File: src/rtl/user_rq_rr_arbiter.sv
// Round-robin arbiter for the shared user read-request path, with a per-source cap on
// outstanding requests and a single registered output slot tagged with the source index.
module user_rq_rr_arbiter #(
    parameter int N_SRCS   = 4,
    parameter int REQ_BITS = 32,
    parameter int MAX_OUT  = 8,
    localparam int SRC_W   = $clog2(N_SRCS)
) (
    input  logic                       aclk,
    input  logic                       aresetn,
    input  logic [N_SRCS-1:0]          s_req_valid,
    output logic [N_SRCS-1:0]          s_req_ready,
    input  logic [N_SRCS*REQ_BITS-1:0] s_req_data,
    output logic                       m_req_valid,
    input  logic                       m_req_ready,
    output logic [REQ_BITS-1:0]        m_req_data,
    output logic [SRC_W-1:0]           m_req_src,
    input  logic                       cpl_valid,
    input  logic [SRC_W-1:0]           cpl_src,
    output logic [N_SRCS-1:0]          outst_full,
    output logic                       err_cpl
);

    localparam logic [7:0]       MAX_CNT  = 8'(MAX_OUT);
    localparam logic [SRC_W:0]   N_EXT    = (SRC_W+1)'(N_SRCS);
    localparam logic [SRC_W-1:0] LAST_SRC = SRC_W'(N_SRCS - 1);

    logic [7:0]          cnt [N_SRCS];
    logic [SRC_W-1:0]    rr_ptr;
    logic                slot_free;
    logic [N_SRCS-1:0]   eligible;
    logic [2*N_SRCS-1:0] elig_dbl;
    logic [N_SRCS-1:0]   elig_rot;
    logic                found;
    logic [SRC_W-1:0]    offset;
    logic [SRC_W:0]      idx_sum;
    logic                grant_vld;
    logic [SRC_W-1:0]    grant_idx;
    logic [N_SRCS-1:0]   inc;
    logic [N_SRCS-1:0]   dec;
    logic                cpl_zero;
    logic                cpl_bad_src;
    logic [REQ_BITS-1:0] sel_data;

    assign slot_free = !m_req_valid || m_req_ready;

    always_comb begin
        eligible   = '0;
        outst_full = '0;
        for (int i = 0; i < N_SRCS; i++) begin
            eligible[i]   = s_req_valid[i] && (cnt[i] < MAX_CNT);
            outst_full[i] = (cnt[i] == MAX_CNT);
        end
    end

    // Rotate eligibility so bit 0 is rr_ptr, find the first set bit, then map back.
    always_comb begin
        elig_dbl = {eligible, eligible} >> rr_ptr;
        elig_rot = elig_dbl[N_SRCS-1:0];
        found    = 1'b0;
        offset   = '0;
        for (int k = 0; k < N_SRCS; k++) begin
            if (!found && elig_rot[k]) begin
                found  = 1'b1;
                offset = SRC_W'(k);
            end
        end
        idx_sum   = {1'b0, rr_ptr} + {1'b0, offset};
        grant_idx = (idx_sum >= N_EXT) ? SRC_W'(idx_sum - N_EXT) : idx_sum[SRC_W-1:0];
        grant_vld = found && slot_free && aresetn;
    end

    always_comb begin
        inc         = '0;
        dec         = '0;
        cpl_zero    = 1'b0;
        sel_data    = '0;
        s_req_ready = '0;
        for (int i = 0; i < N_SRCS; i++) begin
            inc[i]         = grant_vld && (grant_idx == SRC_W'(i));
            dec[i]         = cpl_valid && (cpl_src == SRC_W'(i));
            s_req_ready[i] = inc[i];
            if (dec[i] && !inc[i] && (cnt[i] == 8'd0))
                cpl_zero = 1'b1;
            if (grant_idx == SRC_W'(i))
                sel_data = s_req_data[i*REQ_BITS +: REQ_BITS];
        end
        cpl_bad_src = cpl_valid && ({1'b0, cpl_src} >= N_EXT);
    end

    always_ff @(posedge aclk) begin
        if (!aresetn) begin
            for (int i = 0; i < N_SRCS; i++)
                cnt[i] <= 8'd0;
            rr_ptr      <= '0;
            m_req_valid <= 1'b0;
            err_cpl     <= 1'b0;
        end else begin
            for (int i = 0; i < N_SRCS; i++) begin
                if (inc[i] && !dec[i])
                    cnt[i] <= cnt[i] + 8'd1;
                else if (dec[i] && !inc[i] && (cnt[i] != 8'd0))
                    cnt[i] <= cnt[i] - 8'd1;
            end
            if (grant_vld)
                rr_ptr <= (grant_idx == LAST_SRC) ? '0 : grant_idx + 1'b1;
            if (slot_free)
                m_req_valid <= grant_vld;
            if (cpl_zero || cpl_bad_src)
                err_cpl <= 1'b1;
        end
    end

    // Payload only loads on a grant, so it holds while the slot is stalled.
    always_ff @(posedge aclk) begin
        if (grant_vld) begin
            m_req_data <= sel_data;
            m_req_src  <= grant_idx;
        end
    end

endmodule

File: config.mk
export PLATFORM = sky130hd
export DESIGN_NAME = user_rq_rr_arbiter
export DESIGN_NICKNAME = d
export VERILOG_FILES = /design/src/rtl/user_rq_rr_arbiter.sv
export SDC_FILE = /design/constraint.sdc
export NUM_CORES = 1
export LEC_CHECK = 0
export ABC_AREA = 0
export CORE_MARGIN = 8
export CORE_UTILIZATION = 30
export DETAILED_ROUTE_END_ITERATION = 16
export GPL_TIMING_DRIVEN = 1
export PLACE_DENSITY = 0.68
export SYNTH_ARGS = -nofsm -noshare
export SYNTH_HDL_FRONTEND = slang
export SYNTH_SLANG_ARGS = --single-unit
File: constraint.sdc
create_clock -name aclk -period 5.1 [get_ports aclk]
set_clock_uncertainty 0.05 [all_clocks]
set_input_delay 0.51 -clock aclk [delete_from_list [all_inputs] [get_ports aclk]]
set_output_delay 0.51 -clock aclk [all_outputs]
set_load 0.005 [all_outputs]
# [Word level (Yosys, flattened, before mapping)]
# Memory sizes are Yosys's and may differ from the RTL's.
# Index checks and enable logic that the tools add are counted.
[word_totals] regBits=38 out_inout_bits=44 wordCells=151 inputBits=138 mem_count=1 ram_bits=32
[mem_list] memory="cnt" depth=4 width=8 rd=4 rd_ports_with_merged_regs=0 wr=4 line="28" rtl="logic [7:0] cnt [N_SRCS];"
[op_classes] bitwise_logic=8 n_reduce_logical=56 n_shift=1 addsub=11 eq_ne=10 n_mux=54 n_lt_le_gt_ge=5
[ops] cell="32-bit 2-to-1 mux" n=4
[ops] cell="8-bit 2-to-1 mux" n=8
[ops] cell="1-bit 2-to-1 mux" n=38
[ops] cell="1-bit logical AND" n=33
[ops] cell="8-bit by 1-bit adder with 8-bit output (second input constant)" n=4
[ops] cell="8-bit by 4-bit == test with 1-bit output (second input constant)" n=4
[ops] cell="8-bit zero test" n=4
[ops] cell="8-bit by 4-bit less-than comparator with 1-bit output (second input constant)" n=4
[ops] cell="8-bit nonzero test" n=4
[ops] cell="8-bit by 1-bit subtractor with 8-bit output (second input constant)" n=4
[ops] cell="1-bit zero test" n=12
[ops] cell="2-bit == test (second input constant)" n=4
[ops] cell="2-bit 2-to-1 mux" n=4
[ops] cell="1-bit OR" n=8
[ops] cell="8-bit by 2-bit >> shifter with 4-bit output" n=1
[ops] cell="2-bit by 1-bit == test with 1-bit output (second input constant)" n=2
[ops] cell="2-bit zero test" n=2
[ops] cell="2-bit by 2-bit adder with 3-bit output" n=1
[ops] cell="3-bit greater-or-equal comparator (second input constant)" n=1
[ops] cell="2-bit by 1-bit adder with 2-bit output (second input constant)" n=1
[ops] cell="2-bit by 1-bit subtractor with 2-bit output (second input constant)" n=1
[ops] cell="1-bit logical OR" n=1

# [Depth between registers and ports, before layout]
# An unclocked memory read counts as a cell.
[logic_depth] word_depth=27 depth_mapped=21 ltp_nobuf=19

# [Worst setup path before layout]
# Ideal clock, no wire load.
[synth_timing] path_type="register to register" start="memory cnt[2][6]" end="memory cnt[2][7], data pin" path_stages_with_launch=17 setup_slack_ns=0.407 synth_period_minus_slack_ns=4.693 n_path_buf=0 arrival_ns=4.384 setup_ns=0.260 required_ns=4.790 cell_sequence="edfxtp_1 > or4_4 > nor3b_1 > a2111oi_0 > a21oi_1 > o21ai_0 > ha_1 > xor2_1 > ha_1 > a211oi_1 > ha_1 > a21oi_1 > o211ai_1 > nor4_1 > nor3_1 > xor2_1 > mux2_2"
[synth_lines] element="start: declaration" line="28"

==> results.sh <==
export IMPL_chipWidth_um=145
export IMPL_synth_adder_area_share=0.0768
export IMPL_avgSynthCellArea_um2=8.48
export IMPL_reg2regPathDepth=16
export IMPL_synth_enable_flop_cells=66
export IMPL_n_antenna_cell=0
export IMPL_area_delta_synth_final_pct=47.4
export IMPL_synth_ff_type="edfxtp_1"
export IMPL_cts_htree_levels=3
export IMPL_pre_cts_ws_ns=0.240
export IMPL_async_reset_ff_frac=0
export IMPL_crit_path_start_kind="flip-flop"
export IMPL_cts_clk_slew_worst_paths_ns=0.06
export IMPL_ioPinCount=182
export IMPL_cts_tree="yes"
export IMPL_ys_warn_count=0
export IMPL_hold_viol_final=0
export IMPL_row_count=47
export IMPL_netlist_top_cells_area="edfxtp_1, a21oi_1, nor2_1"
export IMPL_vias=4755
export IMPL_grt_pass1_wl_um=25200
export IMPL_core_area_um2=16500
export IMPL_slew_violations=0
export IMPL_postCtsSetupRepairBufs=0
export IMPL_reg2reg_from="cnt[3][6]$_DFFE_PP_"
export IMPL_grt_overflow=0
export IMPL_syn_cell_area_um2=5020
export IMPL_yosys_area_top_type="edfxtp_1"
export IMPL_fmax_mhz=214
export IMPL_relSlewSlack=0.560
export IMPL_synthXorXnorAreaFrac=0.0314
export IMPL_p_total_mw=2.32
export IMPL_hold_class="flip-flop to flip-flop"
export IMPL_cts_buffers=9
export IMPL_path_class="flip-flop to flip-flop"
export IMPL_powerDensity_nw_per_um2=314
export IMPL_clkSinkCount=70
export IMPL_chipHeight_um=145
export IMPL_cpMaxStageDelayCell="nor4_2"
export IMPL_wl_per_cell_um=16.3
export IMPL_ant_nets=0
export IMPL_drt_iter0_markers=232
export IMPL_first_pass_iters=4
export IMPL_yosys_area_share_simple=0.244
export IMPL_syn_nets=759
export IMPL_endpoint_kind="flip-flop"
export IMPL_fin_nets=930
export IMPL_hold_depth=2
export IMPL_dpl_hpwl_um=12000
export IMPL_port_buffers=181
export IMPL_worst_pin_slew_ns=0.661
export IMPL_hold_ws_ns=0.540
export IMPL_r2r_end="cnt[2][7]$_SDFFCE_PN0P_"
export IMPL_outcome="completed"
export IMPL_worstHoldStart="m_req_valid$_SDFFE_PN0N_"
export IMPL_grt_pass1_vias=4531
export IMPL_grt_max_degree=68
export IMPL_fillerInstances=1593
export IMPL_path_cells="nor4_2 > nand3b_2 > o311a_1 > o21ai_0 > ha_1 > xor2_1 > ha_2 > a211oi_1 > buf_4 > ha_1 > nand3_1 > o211ai_1 > nor4_1 > nor3_1 > xor2_1 > mux2_2"
export IMPL_cp_max_fo=10
export IMPL_synth_cell_type_count=61
export IMPL_synth_compound_area_share=0.187
export IMPL_crit_path_max_incr_delay_ns=0.47
export IMPL_period_minus_slack_ns=4.67
export IMPL_seq_area_frac_synth=0.411
export IMPL_cp_arrival_ns=4.70
export IMPL_drc_errors=0
export IMPL_ys_ff_latch=70
export IMPL_synth_area_mux_share=0.0102
export IMPL_grt_total_usage=0.149
export IMPL_gp_congestion=0.829
export IMPL_fin_tns_setup_ns=0
export IMPL_timing_final_crit_share=0.915
export IMPL_setup_viol=0
export IMPL_initial_core_util=0.305
export IMPL_drv_cap=0
export IMPL_fin_ws_ns=0.433
export IMPL_drive_above_1_share=0.0625
export IMPL_syn_inst=592
export IMPL_power_leakage_nw=2.82
export IMPL_worstSkewPairLatency_ns=0.34
export IMPL_synth_top_family_by_area="simple AND/OR/NAND/NOR gates"
export IMPL_vdd_drop_max_mv=0.156
export IMPL_yosysTopAreaCellShare=0.395
export IMPL_dieArea_um2=21100
export IMPL_antenna_found_initial=0
export IMPL_vias_per_cell=4.81
export IMPL_cts_buffer_depth=2
export IMPL_rsz0062_at_grt="no"
export IMPL_wirelength_um=16100
export IMPL_cts_root_buf="clkbuf_16"
export IMPL_hold_end="m_req_valid$_SDFFE_PN0N_"
export IMPL_critPathRequiredTime_ns=5.13
export IMPL_rrSetupSlack_ns=0.43
per-layer routing:
layer / wire (um) / track usage
met1: 7250 / 0.178
met2: 7920 / 0.264
met3: 688 / 0.0271
met4: 189 / 0.0469
met5: 0 / 0
per-stage QoR:
step / util / std cells / area [um2]
6_report: 0.449 / 988 / 7400
4_1_cts: 0.449 / 988 / 7390
3_5_place_dp: 0.429 / 972 / 7070
5_1_grt: 0.449 / 988 / 7400
2_1_floorplan: - / 592 / 5020
3_3_place_gp: 0.429 / 972 / 7070
Yosys cell counts, drive strengths merged, types with 3 or more instances:
cell	n
o211ai	3
nor2b	11
nor4	6
o21a	5
nand2	87
nor2	98
clkbuf	26
o21ai	39
a21o	3
or3	4
and3	8
o21bai	3
inv	18
a211oi	3
xnor2	8
and2	4
mux2i	4
edfxtp	66
dfxtp	4
ha	26
nand3	14
fa	3
a31oi	3
nand2b	3
o221ai	6
o22ai	3
buf	6
nor3	15
xor2	10
nand3b	3
a21oi	77
kinds of logic (layout without fill, tap and decap cells):
logic type | after synthesis | count (layout)
and+or+nand+nor | 264 | 264
AOI/OAI and AO/OA | 156 | 156
DFF | 70 | 70
buffers and inverters | 50 | 226
adders and majority gates | 29 | 29
xor gates and xnor gates | 18 | 18
muxes | 5 | 5
registers in the layout (all words and copies together), names as in the netlist:
name and count:
cnt 32, err_cpl 1, m_req_data 32, m_req_src 2, m_req_valid 1, rr_ptr 2
worst max path at each step:
| stage | start | end | slack, ns | cells after the start |
|---|---|---|---|---|
| floorplan | cnt[2][6]$_SDFFCE_PN0P_ | cnt[2][7]$_SDFFCE_PN0P_ | 0.41 | 16 |
| CTS | cnt[2][6]$_SDFFCE_PN0P_ | s_req_ready[2] | 0.25 | 11 |
| finish | cnt[3][6]$_DFFE_PP_ | cnt[2][7]$_SDFFCE_PN0P_ | 0.43 | 16 |
| detailed placement | s_req_valid[2] | cnt[0][7]$_SDFFCE_PN0P_ | 0.24 | 18 |
| global route | cnt[3][6]$_DFFE_PP_ | cnt[2][7]$_SDFFCE_PN0P_ | 0.03 | 17 |
| global placement | s_req_valid[2] | cnt[0][7]$_SDFFCE_PN0P_ | 0.42 | 18 |
worst max-delay path, delay by kind of cell, from the launching register on:
| kind | cells | cell delay [ns] |
|---|---|---|
| buffers and inverters | 1 | 0.19 |
| multiplexers | 1 | 0.34 |
| flip-flops | 1 | 0.46 |
| XOR/XNOR | 2 | 0.44 |
| AND/OR/NAND/NOR | 5 | 1.14 |
| AO/OA/AOI/OAI | 4 | 0.92 |
| adder cells (fa/ha/maj) | 3 | 0.86 |
layout by cell type (no fill, tap or decap), types with 4 or more instances in the layout:
cell type and count:
nor2_1 97, o221ai_1 6, clkdlybuf4s50_1 181, xnor2_1 8, o21ai_0 39, clkbuf_16 9, dfxtp_1 4, mux2i_1 4
and3_1 8, nor3_1 15, nand2_1 87, inv_1 16, a21oi_1 75, xor2_1 10, nand3_1 13, edfxtp_1 66
nor2b_1 11, and2_1 4, buf_4 10, ha_1 23, nor4_1 4, o21a_1 5
power breakdown:
group / leakage, nW / total (mW) / internal [mW] / switching (mW)
logic: 1.99 / 0.853 / 0.379 / 0.474
registers: 0.681 / 0.779 / 0.741 / 0.0371
clock network: 0.152 / 0.689 / 0.430 / 0.259
total: 2.82 / 2.32 / 1.55 / 0.770
timing repair:
| action | 4_1_cts | 5_1_grt |
|---|---|---|
| hold endpoints to repair | 0 | 0 |
| hold buffers | 0 | 0 |
| endpoints found under the setup margin | 0 | 4 |
| gates resized for setup | 0 | 2 |
final cells by class:
type | count | area, um2 | area share
flip-flops and latches | 70 | 2060 | 0.279
clock buffers | 9 | 225 | 0.0304
repair buffers | 192 | 1900 | 0.257
inverters | 18 | 67.6 | 0.00913
multi-input cells | 472 | 2770 | 0.375
clock inverters | 7 | 97.6 | 0.0132
well taps | 220 | 275 | 0.0372
No activity file was read; power rests on OpenSTA's default activity.
